==> config.mk <==
export PLATFORM = sky130hd
export DESIGN_NAME = adder_tree_sched_flat
export DESIGN_NICKNAME = d
export VERILOG_FILES = /design/src/rtl/adder_tree_sched_if.sv /design/src/rtl/adder_tree_sched.sv /design/src/flat_wrapper.sv
export SDC_FILE = /design/constraint.sdc
export NUM_CORES = 1
export LEC_CHECK = 0
export ABC_AREA = 1
export CORE_MARGIN = 8
export CORE_UTILIZATION = 45
export CTS_CLUSTER_DIAMETER = 60
export CTS_CLUSTER_SIZE = 14
export DETAILED_ROUTE_END_ITERATION = 7
export PLACE_DENSITY = 0.72
export SYNTH_ARGS = -nofsm -noshare
export SYNTH_HDL_FRONTEND = slang
export SYNTH_SLANG_ARGS = --single-unit
export TNS_END_PERCENT = 100
==> constraint.sdc <==
create_clock -name clk -period 5 [get_ports clk]
set_input_delay 0.75 -clock clk [delete_from_list [all_inputs] [get_ports clk]]
set_output_delay 0.75 -clock clk [all_outputs]
set_load 0.005 [all_outputs]
==> src/rtl/adder_tree_sched_if.sv <==
// Handshake bundle for adder_tree_sched: operand-set input channel and
// reduction-result output channel. W is the operand width.
interface adder_tree_sched_if #(
  parameter int W = 14
);
  logic             in_valid;
  logic             in_ready;
  logic [8*W-1:0]   in_ops;
  logic             out_valid;
  logic             out_ready;
  logic [W+2:0]     out_sum;

  // Producer/consumer side (drives operands, accepts results)
  modport master (
    output in_valid, in_ops, out_ready,
    input  in_ready, out_valid, out_sum
  );

  // Reduction engine side
  modport slave (
    input  in_valid, in_ops, out_ready,
    output in_ready, out_valid, out_sum
  );
endinterface

==> src/rtl/adder_tree_sched.sv <==
// adder_tree_sched: reduces eight unsigned W-bit operands to one W+3-bit sum
// using a single shared two-input adder, one addition per ADD cycle:
//   s0 p0=op0+op1  s1 p1=op2+op3  s2 p2=op4+op5  s3 p3=op6+op7
//   s4 q0=p0+p1    s5 q1=p2+p3    s6 sum=q0+q1
// Optional feature macro ADDER_SCHED_2_LEVEL_EN: run only s0, s1, s4 and
// return op0+op1+op2+op3 (op4..op7 ignored).
module adder_tree_sched #(
  parameter int ADDER_WIDTH = 14
) (
  input  logic              clk,
  input  logic              rst_n,
  input  logic              abort,
  output logic              busy,
  adder_tree_sched_if.slave bus
);
  localparam int W  = ADDER_WIDTH;
  localparam int SW = W + 3;

`ifdef ADDER_SCHED_2_LEVEL_EN
  localparam logic [2:0] LAST_STEP = 3'd4;
`else
  localparam logic [2:0] LAST_STEP = 3'd6;
`endif

  typedef enum logic [1:0] {IDLE, ADD, DONE} state_t;

  state_t          state_reg, state_next;
  logic [2:0]      step_reg, step_next;
  logic [W-1:0]    op_reg [8];
  logic [W:0]      p_reg  [4];
  logic [W+1:0]    q_reg  [2];
  logic [SW-1:0]   sum_reg;
  logic [SW-1:0]   add_a, add_b, add_sum;
  logic            accept;
  logic            add_en;

  // An operand set is taken only in IDLE; abort wins over the accept.
  assign accept = (state_reg == IDLE) && bus.in_valid && !abort;
  // Datapath updates are suppressed on an aborting edge so out_sum keeps its value.
  assign add_en = (state_reg == ADD) && !abort;

  assign bus.in_ready  = (state_reg == IDLE);
  assign bus.out_valid = (state_reg == DONE);
  assign bus.out_sum   = sum_reg;
  assign busy          = (state_reg != IDLE);

  // State and step counter registers
  always_ff @(posedge clk or negedge rst_n) begin
    if (!rst_n) begin
      state_reg <= IDLE;
      step_reg  <= 3'd0;
    end else begin
      state_reg <= state_next;
      step_reg  <= step_next;
    end
  end

  // Next-state and step sequencing; abort forces IDLE from any state
  always_comb begin
    state_next = state_reg;
    step_next  = step_reg;
    case (state_reg)
      IDLE: begin
        if (bus.in_valid) begin
          state_next = ADD;
          step_next  = 3'd0;
        end
      end
      ADD: begin
        if (step_reg == LAST_STEP) begin
          state_next = DONE;
        end else begin
`ifdef ADDER_SCHED_2_LEVEL_EN
          step_next = (step_reg == 3'd1) ? 3'd4 : step_reg + 3'd1;
`else
          step_next = step_reg + 3'd1;
`endif
        end
      end
      DONE: begin
        if (bus.out_ready) state_next = IDLE;
      end
      default: state_next = IDLE;
    endcase
    if (abort) state_next = IDLE;
  end

  // Operand capture, one register per lane, written only on accept
  generate
    for (genvar gi = 0; gi < 8; gi++) begin : g_op
      always_ff @(posedge clk or negedge rst_n) begin
        if (!rst_n) op_reg[gi] <= '0;
        else if (accept) op_reg[gi] <= bus.in_ops[gi*W +: W];
      end
    end
  endgenerate

  // Shared adder input selection by step; narrower partials zero-extended
  always_comb begin
    add_a = '0;
    add_b = '0;
    case (step_reg)
      3'd0: begin add_a = {3'b000, op_reg[0]}; add_b = {3'b000, op_reg[1]}; end
      3'd1: begin add_a = {3'b000, op_reg[2]}; add_b = {3'b000, op_reg[3]}; end
      3'd2: begin add_a = {3'b000, op_reg[4]}; add_b = {3'b000, op_reg[5]}; end
      3'd3: begin add_a = {3'b000, op_reg[6]}; add_b = {3'b000, op_reg[7]}; end
      3'd4: begin add_a = {2'b00, p_reg[0]};   add_b = {2'b00, p_reg[1]};   end
      3'd5: begin add_a = {2'b00, p_reg[2]};   add_b = {2'b00, p_reg[3]};   end
      3'd6: begin add_a = {1'b0, q_reg[0]};    add_b = {1'b0, q_reg[1]};    end
      default: ;
    endcase
  end

  assign add_sum = add_a + add_b;

  // Partial and result registers, each written by its own step
  always_ff @(posedge clk or negedge rst_n) begin
    if (!rst_n) begin
      p_reg[0] <= '0;
      p_reg[1] <= '0;
      p_reg[2] <= '0;
      p_reg[3] <= '0;
      q_reg[0] <= '0;
      q_reg[1] <= '0;
      sum_reg  <= '0;
    end else if (add_en) begin
      case (step_reg)
        3'd0: p_reg[0] <= add_sum[W:0];
        3'd1: p_reg[1] <= add_sum[W:0];
        3'd2: p_reg[2] <= add_sum[W:0];
        3'd3: p_reg[3] <= add_sum[W:0];
        3'd4: begin
          q_reg[0] <= add_sum[W+1:0];
`ifdef ADDER_SCHED_2_LEVEL_EN
          sum_reg  <= add_sum;
`endif
        end
        3'd5: q_reg[1] <= add_sum[W+1:0];
        3'd6: sum_reg  <= add_sum;
        default: ;
      endcase
    end
  end
endmodule

==> src/flat_wrapper.sv <==
// flat-port wrapper written by rule: the top's interface ports become plain ports
module adder_tree_sched_flat 
#(
  parameter int ADDER_WIDTH = 14
)
  (clk, rst_n, abort, busy, bus_in_valid, bus_in_ops, bus_out_ready, bus_in_ready, bus_out_valid, bus_out_sum);
  adder_tree_sched_if bus_i ();
  input  logic clk;
  input  logic rst_n;
  input  logic abort;
  output logic busy;
  input wire logic [$bits(bus_i.in_valid)-1:0] bus_in_valid;
  input wire logic [$bits(bus_i.in_ops)-1:0] bus_in_ops;
  input wire logic [$bits(bus_i.out_ready)-1:0] bus_out_ready;
  output wire logic [$bits(bus_i.in_ready)-1:0] bus_in_ready;
  output wire logic [$bits(bus_i.out_valid)-1:0] bus_out_valid;
  output wire logic [$bits(bus_i.out_sum)-1:0] bus_out_sum;
  assign bus_i.in_valid = bus_in_valid;
  assign bus_i.in_ops = bus_in_ops;
  assign bus_i.out_ready = bus_out_ready;
  assign bus_in_ready = bus_i.in_ready;
  assign bus_out_valid = bus_i.out_valid;
  assign bus_out_sum = bus_i.out_sum;
  adder_tree_sched #(.ADDER_WIDTH(ADDER_WIDTH)) u_core (.clk(clk), .rst_n(rst_n), .abort(abort), .busy(busy), .bus(bus_i));
endmodule
==> out/results.txt, run 1 <==
Drt first pass iters -> 5
H-tree Lvls -> 1
Tot Pwr -> 8780 µW
All-Layer GR Usage -> 20.2%
Vias in the first global route -> 8936
Worst path most repeated cell -> nand2_1
Drc violations -> 0
DIE AREA -> 30600 µm²
Initial Util -> 45.5%
Worst Setup End Kind -> register
Chip width -> 175 µm
CTS sink count -> 226
Setup_tns -> 0 ps
Largest net degree at the start of global routing -> 112
Startpoint types -> register
Clock Tree Root -> clkbuf_16
Post-synth net total -> 1296
Bufs and invs on worst path -> 2
Maxcap violations -> 0
Footprint of the multi-input gates -> 4860 µm²
M1 GR Usage -> 27.2%
Top Ports -> 137
Hold_buf cts -> 0
Final Skew -> 11.0 ps
Routability Congestion -> 0.967
YS warnings -> 0
PnR worst setup slack -> 984 ps
CTS Buf Count -> 22
Share of post-route cells with drive strength above 1 -> 13.3%
CTS tree -> yes
Antenna violations before repair -> 0
Antenna Cells -> 0
Dpl hpwl -> 21800 µm
Vias per inst -> 5.41
First-pass GRT wire length -> 49800 µm
Met2 usage -> 33.2%
Gr ovfl total -> 0
Hold Crit Class -> in -> async
Initial drt markers -> 719
Slew HR -> 25.2%
Routed len/inst -> 19.1 µm
Clock slew at reported path FFs -> 60 ps
CP Cell Sequence -> inv_1 > ha_1 > nand2_1 > buf_4 > nor2_1 > a221oi_1 > a21oi_1 > ha_1 > fa_1 > nand2_1 > nand2_1 > nand3_1 > nand2_1 > xnor2_1 > o21ai_0
Site Rows -> 58
Pwr dens -> 649 nW/µm²
Data arrival, critical path -> 4370 ps
Post-DRT Antenna Nets -> 0
Final setup violating endpoints -> 0
Dpl cell area -> 12900 µm²
IR drop worst, VDD -> 0.379 mV
Slowest CP cell -> xnor2_1
Crit Path Category -> reg -> reg
Leakage -> 0.00670 µW
#FFs+latches synth -> 226
RSZ-0062 raised after global routing -> no
Largest register FFs -> 112
M3 GR Usage -> 3.15%
Slowest stage delay, CP -> 570 ps
Gr busiest metal -> met2
Final period util -> 80.3%
Hold Fails Final Rpt -> 0
Setup repair bufs after CTS -> 0
Fin area -> 13500 µm²
Slew at the pin closest to its max-slew limit -> 1120 ps
Place WS -> 968 ps
Core area -> 25000 µm²
Die Y -> 175 µm
Wirelength, routed -> 31000 µm
Register area -> 5660 µm²
Worst-path maximum fanout -> 14
Clk_lat worst skew -> 510 ps
Max Slew Vio Count -> 0
Final min period -> 4020 ps
Fillers -> 2229
Required @ worst endpoint -> 5360 ps
Cell Area, Synth -> 11400 µm²
Post_cts resized -> 0
Share of the yosys chip area belonging to registers -> 49.7%
Post-synthesis area per instance -> 9.84 µm²
Syn Inst Count -> 1157
Clock Path Buffers -> 3
NumNets Final -> 1420
Area growth, synth to finish -> 18.8%
Via count -> 8753
FMAX -> 0.249 GHz
Top Family by Delay on Critical Path -> adder cells
Status -> completed
# port buffers -> 136
Netlist cell types -> 40
[power by group]
group	switching, µW	internal, µW
Clock	704	901
Combinational	2880	1530
Sequential	345	2420
[metrics by stage]
stage	hold slack [ps]	instances	utilization, %
CTS	179	1619	54.0
detailed placement	463	1587	51.4
global placement	461	1587	51.4
finish	170	1619	54.0
global route	190	1619	54.0
floorplan	442	1157	-
[cells in the mapped netlist, drive strengths merged]
library cell	n	area share, %
nand2	295	9.8
dfrtp	226	50
inv	117	3.9
mux2	89	12
o21ai	87	3.8
nor2	69	3.1
a21oi	66	3.4
nand3	60	2.6
a221oi	47	3.6
buf	36	3.3
ha	21	2.3
clkbuf	13	0.44
a22o	6	0.46
xnor2	5	0.38
nor3	4	0.18
nand3b	3	0.20
a211oi	2	0.13
o22ai	2	0.11
or2	2	0.13
a2111oi	1	0.24
and2	1	0.055
fa	1	0.18
nand4	1	0.055
o31ai	1	0.066
o41ai	1	0.077
xor2	1	0.077
[kinds of logic after synthesis]
logic type	count (synthesis)	share of synthesized area (%)
AOI/OAI and AO/OA	213	11.9
and+or+nand+nor	435	16.1
buffers and inverters	166	7.61
DFF	226	49.7
xor gates and xnor gates	6	0.462
muxes	89	11.7
adders and majority gates	22	2.48
[area by class of cell]
type	instances	area share (%)
Sequential cell	226	41.8
Multi-Input combinational cell	765	35.9
Timing Repair Buffer	149	11.0
Clock buffer	26	4.41
Inverter	117	3.27
Tap cell	330	3.05
Clock inverter	6	0.518
[final timing paths]
| check | from | end | slack (ps) | depth (start not counted) |
|---|---|---|---|---|
| max | u_core.step_reg[0]$_DFFE_PN0P_ | u_core.q_reg[22]$_DFFE_PN0P_ | 980 | 15 |
| min | rst_n | u_core.op_reg[53]$_DFFE_PN0P_ | 170 | 1 |
| max reg2reg | u_core.step_reg[0]$_DFFE_PN0P_ | u_core.q_reg[22]$_DFFE_PN0P_ | 980 | 15 |
| min reg2reg | u_core.p_reg[17]$_DFFE_PN0P_ | u_core.p_reg[17]$_DFFE_PN0P_ | 480 | 2 |
| max in group asynchronous | rst_n | u_core.op_reg[105]$_DFFE_PN0P_ | 3590 | 2 |
| min in group clk | u_core.p_reg[17]$_DFFE_PN0P_ | u_core.p_reg[17]$_DFFE_PN0P_ | 480 | 2 |
[placed cells by master (no fill, tap or decap), types with 6 or more instances in the layout]
cell	instances
clkbuf_16	23
mux2_4	89
nor2_1	59
ha_1	21
o21ai_1	11
a21oi_1	52
a221oi_1	47
o21ai_0	76
clkdlybuf4s50_1	135
nand3_1	60
a22o_1	6
buf_4	11
a21oi_2	14
inv_1	109
dfrtp_1	226
nand2_1	292
inv_2	7
[worst reg2reg max path: cells and delay by family (launching register included)]
family / cells / cell delay (ps)
AND/OR/NAND/NOR: 6 / 870
flip-flops: 1 / 410
adder cells (fa/ha/maj): 3 / 970
AO/OA/AOI/OAI: 3 / 680
XOR/XNOR: 1 / 570
buffers and inverters: 2 / 380
[layer usage]
metal	wire length (µm)	share of wire, %	vias to the layer above
li1	-	-	4098
met1	13500	44	4315
met2	15000	48	291
met3	1650	5.3	49
met4	784	2.5	0
met5	0	0	-
(Power assumes the default switching activity.)
==> run 2, diff against run 1 <==
Clock period 5 ns to 3.7 ns, I/O delays scaled along.
==> run 2 against run 1 <==
Compared with the run above:
- critical path depth grew 1
- final cell count grew 2.1%
- global-route usage is 0.25 points higher
- design area up 2.1%
- clock power rose by 24%
- worst hold slack worse by 50 ps
- first-iteration DRC count up 28%
- via count up 0.41%
- core utilization increased by 1.1 points
- critical endpoint is now u_core.q_reg[27]$_DFFE_PN0P_
- largest power group unchanged
- highest routed layer unchanged
==> out/results.txt, run 2 (same netlist as run 1, synthesis figures left out) <==
Largest register FFs -> 112
Slew HR -> 45.1%
# port buffers -> 136
Final setup violating endpoints -> 0
Worst hold margin -> 121 ps
Drt first pass iters -> 6
Startpoint types -> register
Sequential Power Share -> 30.5%
Max Slew Vio Count -> 0
Cells after DPL -> 1618
Status -> completed
Worst Setup End Kind -> register
RR Endpoint -> u_core.q_reg[27]$_DFFE_PN0P_
H-tree Lvls -> 1
CTS tree -> yes
P_int -> 6820 µW
Leakage -> 0.00686 µW
Vias in the first global route -> 9092
Dpl hpwl -> 22000 µm
Worst-path maximum fanout -> 12
DIE AREA -> 30600 µm²
Vias per inst -> 5.32
Most frequent cells in the layout -> nand2_1 (292), dfrtp_1 (226), clkdlybuf4s50_1 (135)
IR drop worst, VDD -> 0.643 mV
Antenna violations before repair -> 0
Site Rows -> 58
Routability Congestion -> 0.937
Drc violations -> 0
Required @ worst endpoint -> 4100 ps
Hold Crit Class -> in -> async
NumNets Final -> 1457
Gr ovfl total -> 0
Data arrival, critical path -> 3960 ps
Die Y -> 175 µm
Clk_lat worst skew -> 520 ps
Clock Path Buffers -> 3
Top Ports -> 137
Crit Path Category -> reg -> reg
Most common cell after layout, fill and taps aside -> nand2_1
Hold_buf cts -> 0
Slew at the pin closest to its max-slew limit -> 824 ps
Core area -> 25000 µm²
Final min period -> 3570 ps
Area growth, synth to finish -> 21.3%
Combinational power share -> 53.3%
Final Skew -> 20.8 ps
Chip width -> 175 µm
CTS Buf Count -> 21
Initial drt markers -> 921
Fin area -> 13800 µm²
All-Layer GR Usage -> 20.4%
Antenna Cells -> 0
Final period util -> 96.4%
Final cell count without fillers -> 1653
Clock share of power -> 16.2%
Dpl cell area -> 13200 µm²
Share of post-route cells with drive strength above 1 -> 15.8%
Switching Power -> 5430 µW
Post-DRT Antenna Nets -> 0
RR Startpoint -> u_core.step_reg[0]$_DFFE_PN0P_
Via count -> 8789
FMAX -> 0.280 GHz
Routed len/inst -> 19.1 µm
Clock Tree Root -> clkbuf_16
Switching share of power -> 44.4%
Hold Fails Final Rpt -> 0
R2r setup slk -> 130 ps
Largest net degree at the start of global routing -> 96
Maxcap violations -> 0
Clock slew at reported path FFs -> 70 ps
Fillers -> 2198
Initial Util -> 45.5%
Worst Reg-to-Reg Cells -> 16
CTS sink count -> 226
Pwr dens -> 887 nW/µm²
First-pass GRT wire length -> 50200 µm
Wirelength, routed -> 31600 µm
run 2: cell types whose count changed in the layout (fill, tap and decap cells not counted), sizes merged:
cell      delta
clkinv       -1
inv          -2
buf         +38
clkinvlp     +3
bufinv       -1
clkbuf       -3
run 2: critical path: stages (launching register included):
cell        delay (ps)
dfrtp_1            420
ha_1               270
nand2_1            250
clkinvlp_4         150
buf_4              200
buf_4              170
a221oi_1           360
a21oi_1            120
ha_1               370
nand2_1            110
inv_1               70
a21oi_1            140
nand2_1            150
nand2_1            120
nand3_1            290
nand3_1            220
nand2_1             60
run 2: cell type report:
cell class,count,area [µm²],area share (%)
flip-flops and latches,226,5660,41.0
multi-input cells,765,4870,35.3
repair buffers,187,1840,13.3
clock buffers,23,543,3.93
inverters,117,452,3.27
well taps,330,413,2.99
clock inverters,5,38.8,0.281
run 2: worst max-delay path by stage:
stage | from | end | slack [ps] | cells after the start
after floorplan | u_core.step_reg[0]$_DFFE_PN0P_ | u_core.bus.out_sum[12]$_DFFE_PN0P_ | 680 | 15
after global placement | u_core.step_reg[0]$_DFFE_PN0P_ | u_core.p_reg[42]$_DFFE_PN0P_ | 190 | 13
after detailed placement | u_core.step_reg[0]$_DFFE_PN0P_ | u_core.p_reg[38]$_DFFE_PN0P_ | 140 | 15
after CTS | u_core.step_reg[0]$_DFFE_PN0P_ | u_core.p_reg[56]$_DFFE_PN0P_ | 130 | 15
after global routing | u_core.step_reg[1]$_DFFE_PN0P_ | u_core.p_reg[56]$_DFFE_PN0P_ | -0.9 | 17
final | u_core.step_reg[0]$_DFFE_PN0P_ | u_core.q_reg[27]$_DFFE_PN0P_ | 130 | 16
run 2: repair_timing:
action | in CTS | in global routing
setup endpoints to repair | 0 | 52
buffers inserted | 0 | 7
gates resized for setup | 0 | 6
run 2: through the flow:
step	setup TNS, ps	worst slack [ps]	utilization (%)	power [µW]
4_1_cts	0	131	54.9	12200
2_1_floorplan	0	679	-	7660
5_1_grt	-0.941	-0.941	55.1	13100
3_3_place_gp	0	189	52.5	10100
6_report	0	133	55.1	12300
3_5_place_dp	0	137	52.5	10100
run 2: per-layer routing:
layer / vias to the layer above / global-route usage [%] / wire length (µm)
li1: 4172 / - / -
met1: 4243 / 27.3 / 13800
met3: 79 / 3.48 / 1740
met5: - / 0 / 0
met2: 295 / 32.7 / 14700
met4: 0 / 8.16 / 1350
run 2: power by group through the flow:
stage	clock, µW	sequential, µW	combinational, µW
finish	1990	3740	6530
global route	2110	3820	7150
CTS	2020	3720	6430
detailed placement	0	3750	6400
global placement	0	3730	6320
floorplan	0	3620	4050
==> run 3, diff against run 2 <==
Settings changed: CTS_BUF_LIST set to sky130_fd_sc_hd__clkbuf_2.
==> run 3 against run 2 <==
Compared with the run above:
- clock power decreased by 50%
- register-to-register slack improved by 40 ps
- largest cell class unchanged
- highest routed layer unchanged
- first-iteration DRC count decreased by 3.7%
==> out/results.txt, run 3 (same netlist as run 1, synthesis figures left out) <==
H-tree Lvls -> 1
Area growth, synth to finish -> 17.7%
Combinational power share -> 58.1%
NumNets Final -> 1457
Fillers -> 2261
Required @ worst endpoint -> 4460 ps
All-Layer GR Usage -> 20.4%
Drc violations -> 0
Drt first pass iters -> 5
Vias per inst -> 5.31
First-pass GRT wire length -> 50000 µm
Setup_tns -> 0 ps
Register area -> 5660 µm²
Final setup violating endpoints -> 0
Antenna violations before repair -> 1
Post-DRT Antenna Nets -> 0
Sequential Power Share -> 33.0%
Dpl cell area -> 13200 µm²
Via count -> 8791
Routed len/inst -> 18.9 µm
Initial drt markers -> 887
Core area -> 25000 µm²
Die Y -> 175 µm
Most common cell after layout, fill and taps aside -> nand2_1
PnR worst setup slack -> 173 ps
P_int -> 5940 µW
Dpl hpwl -> 22000 µm
Clk_lat worst skew -> 860 ps
Fin area -> 13400 µm²
# port buffers -> 136
Final Skew -> 41.2 ps
Clock Tree Root -> clkbuf_2
Hold Fails Final Rpt -> 0
Final min period -> 3530 ps
Share of the core filled with cells -> 53.5%
Routability Congestion -> 0.937
Final period util -> 95.3%
Maxcap violations -> 0
Slew at the pin closest to its max-slew limit -> 798 ps
Slew HR -> 46.8%
Switching share of power -> 47.2%
Largest register FFs -> 112
Share of post-route cells with drive strength above 1 -> 15.9%
Pwr dens -> 840 nW/µm²
Vias in the first global route -> 9122
Place WS -> 137 ps
Wirelength, routed -> 31300 µm
Top Ports -> 137
Worst-path maximum fanout -> 9
CTS sink count -> 226
Footprint of the multi-input gates -> 4880 µm²
Crit Path Category -> reg -> reg
Clock Path Buffers -> 3
RSZ-0062 raised after global routing -> no
Data arrival, critical path -> 4280 ps
Largest net degree at the start of global routing -> 96
IR drop worst, VDD -> 0.557 mV
CTS Buf Count -> 21
Gr ovfl total -> 0
Worst Setup End Kind -> register
Clock share of power -> 8.9%
Hold Crit Class -> in -> reg
CTS tree -> yes
Chip width -> 175 µm
Tot Pwr -> 11300 µW
Switching Power -> 5310 µW
Status -> completed
Clock slew at reported path FFs -> 260 ps
Leakage -> 0.00669 µW
Initial Util -> 45.5%
DIE AREA -> 30600 µm²
Site Rows -> 58
Max Slew Vio Count -> 0
FMAX -> 0.284 GHz
Startpoint types -> register
Most frequent cells in the layout -> nand2_1 (291), dfrtp_1 (226), clkdlybuf4s50_1 (135)
[run 3: changes by cell type in the layout (fill, tap and decap cells not counted), sizes merged]
cell and change:
buf -1, clkbuf -1, clkinv +1, diode +2, dlygate4sd3 +1
[run 3: per-layer routing]
| metal | routed length [µm] | share of wire [%] | vias to the layer above | global-route usage, % |
|---|---|---|---|---|
| met5 | 0 | 0 | - | 0 |
| met4 | 1200 | 3.8 | 0 | 7.77 |
| met3 | 1920 | 6.1 | 73 | 3.99 |
| met2 | 14600 | 47 | 310 | 32.5 |
| met1 | 13600 | 43 | 4231 | 27.1 |
| li1 | - | - | 4177 | - |
[run 3: layout make-up]
| cell class | count | share of cell area [%] |
|---|---|---|
| Timing Repair Buffer | 187 | 13.7 |
| Clock buffer | 22 | 0.822 |
| Clock inverter | 6 | 0.280 |
| Antenna cell | 2 | 0.0374 |
| Inverter | 117 | 3.37 |
| Tap cell | 330 | 3.08 |
| Multi-Input combinational cell | 765 | 36.4 |
| Sequential cell | 226 | 42.2 |
[run 3: repair_timing]
action	4_1_cts	5_1_grt
endpoints found under the hold margin	90	0
setup endpoints to repair	0	54
buffers inserted	0	6
hold buffers	1	0
resized for setup	0	9
[run 3: final timing paths]
path | endpoint | cells after the start | slack (ps) | start
worst max-delay path | u_core.p_reg[42]$_DFFE_PN0P_ | 15 | 170 | u_core.step_reg[0]$_DFFE_PN0P_
worst min-delay path | u_core.op_reg[91]$_DFFE_PN0P_ | 3 | 260 | bus_in_ops[21]
worst max register to register | u_core.p_reg[42]$_DFFE_PN0P_ | 15 | 170 | u_core.step_reg[0]$_DFFE_PN0P_
worst min register to register | u_core.p_reg[17]$_DFFE_PN0P_ | 2 | 510 | u_core.p_reg[17]$_DFFE_PN0P_
max in group asynchronous | u_core.op_reg[15]$_DFFE_PN0P_ | 3 | 2560 | rst_n
min in group asynchronous | u_core.op_reg[55]$_DFFE_PN0P_ | 2 | 310 | rst_n
[run 3: critical path: stages (launching register included)]
cell and delay [ps]:
dfrtp_1 470, inv_1 90, ha_1 270, nand2_2 120, clkinvlp_4 240, buf_4 260, a221oi_1 320, a21oi_1 170
fa_1 490, nand2_1 80, nand2_1 80, and2_1 190, nand3_1 130, nand4_1 280, nand3_1 190, nand2_1 60
[run 3: power groups by stage]
stage	registers (µW)	clock network (µW)	logic, µW
6_report	3720	1000	6540
3_5_place_dp	3750	0	6400
5_1_grt	3810	1110	7190
4_1_cts	3710	1030	6420
3_3_place_gp	3730	0	6320
2_1_floorplan	3620	0	4050
[run 3: metrics by stage]
| step | cells | hold slack [ps] |
|---|---|---|
| after global placement | 1618 | 457 |
| after CTS | 1647 | 207 |
| after floorplan | 1157 | 259 |
| after global routing | 1655 | 221 |
| final | 1655 | 259 |
| after detailed placement | 1618 | 459 |
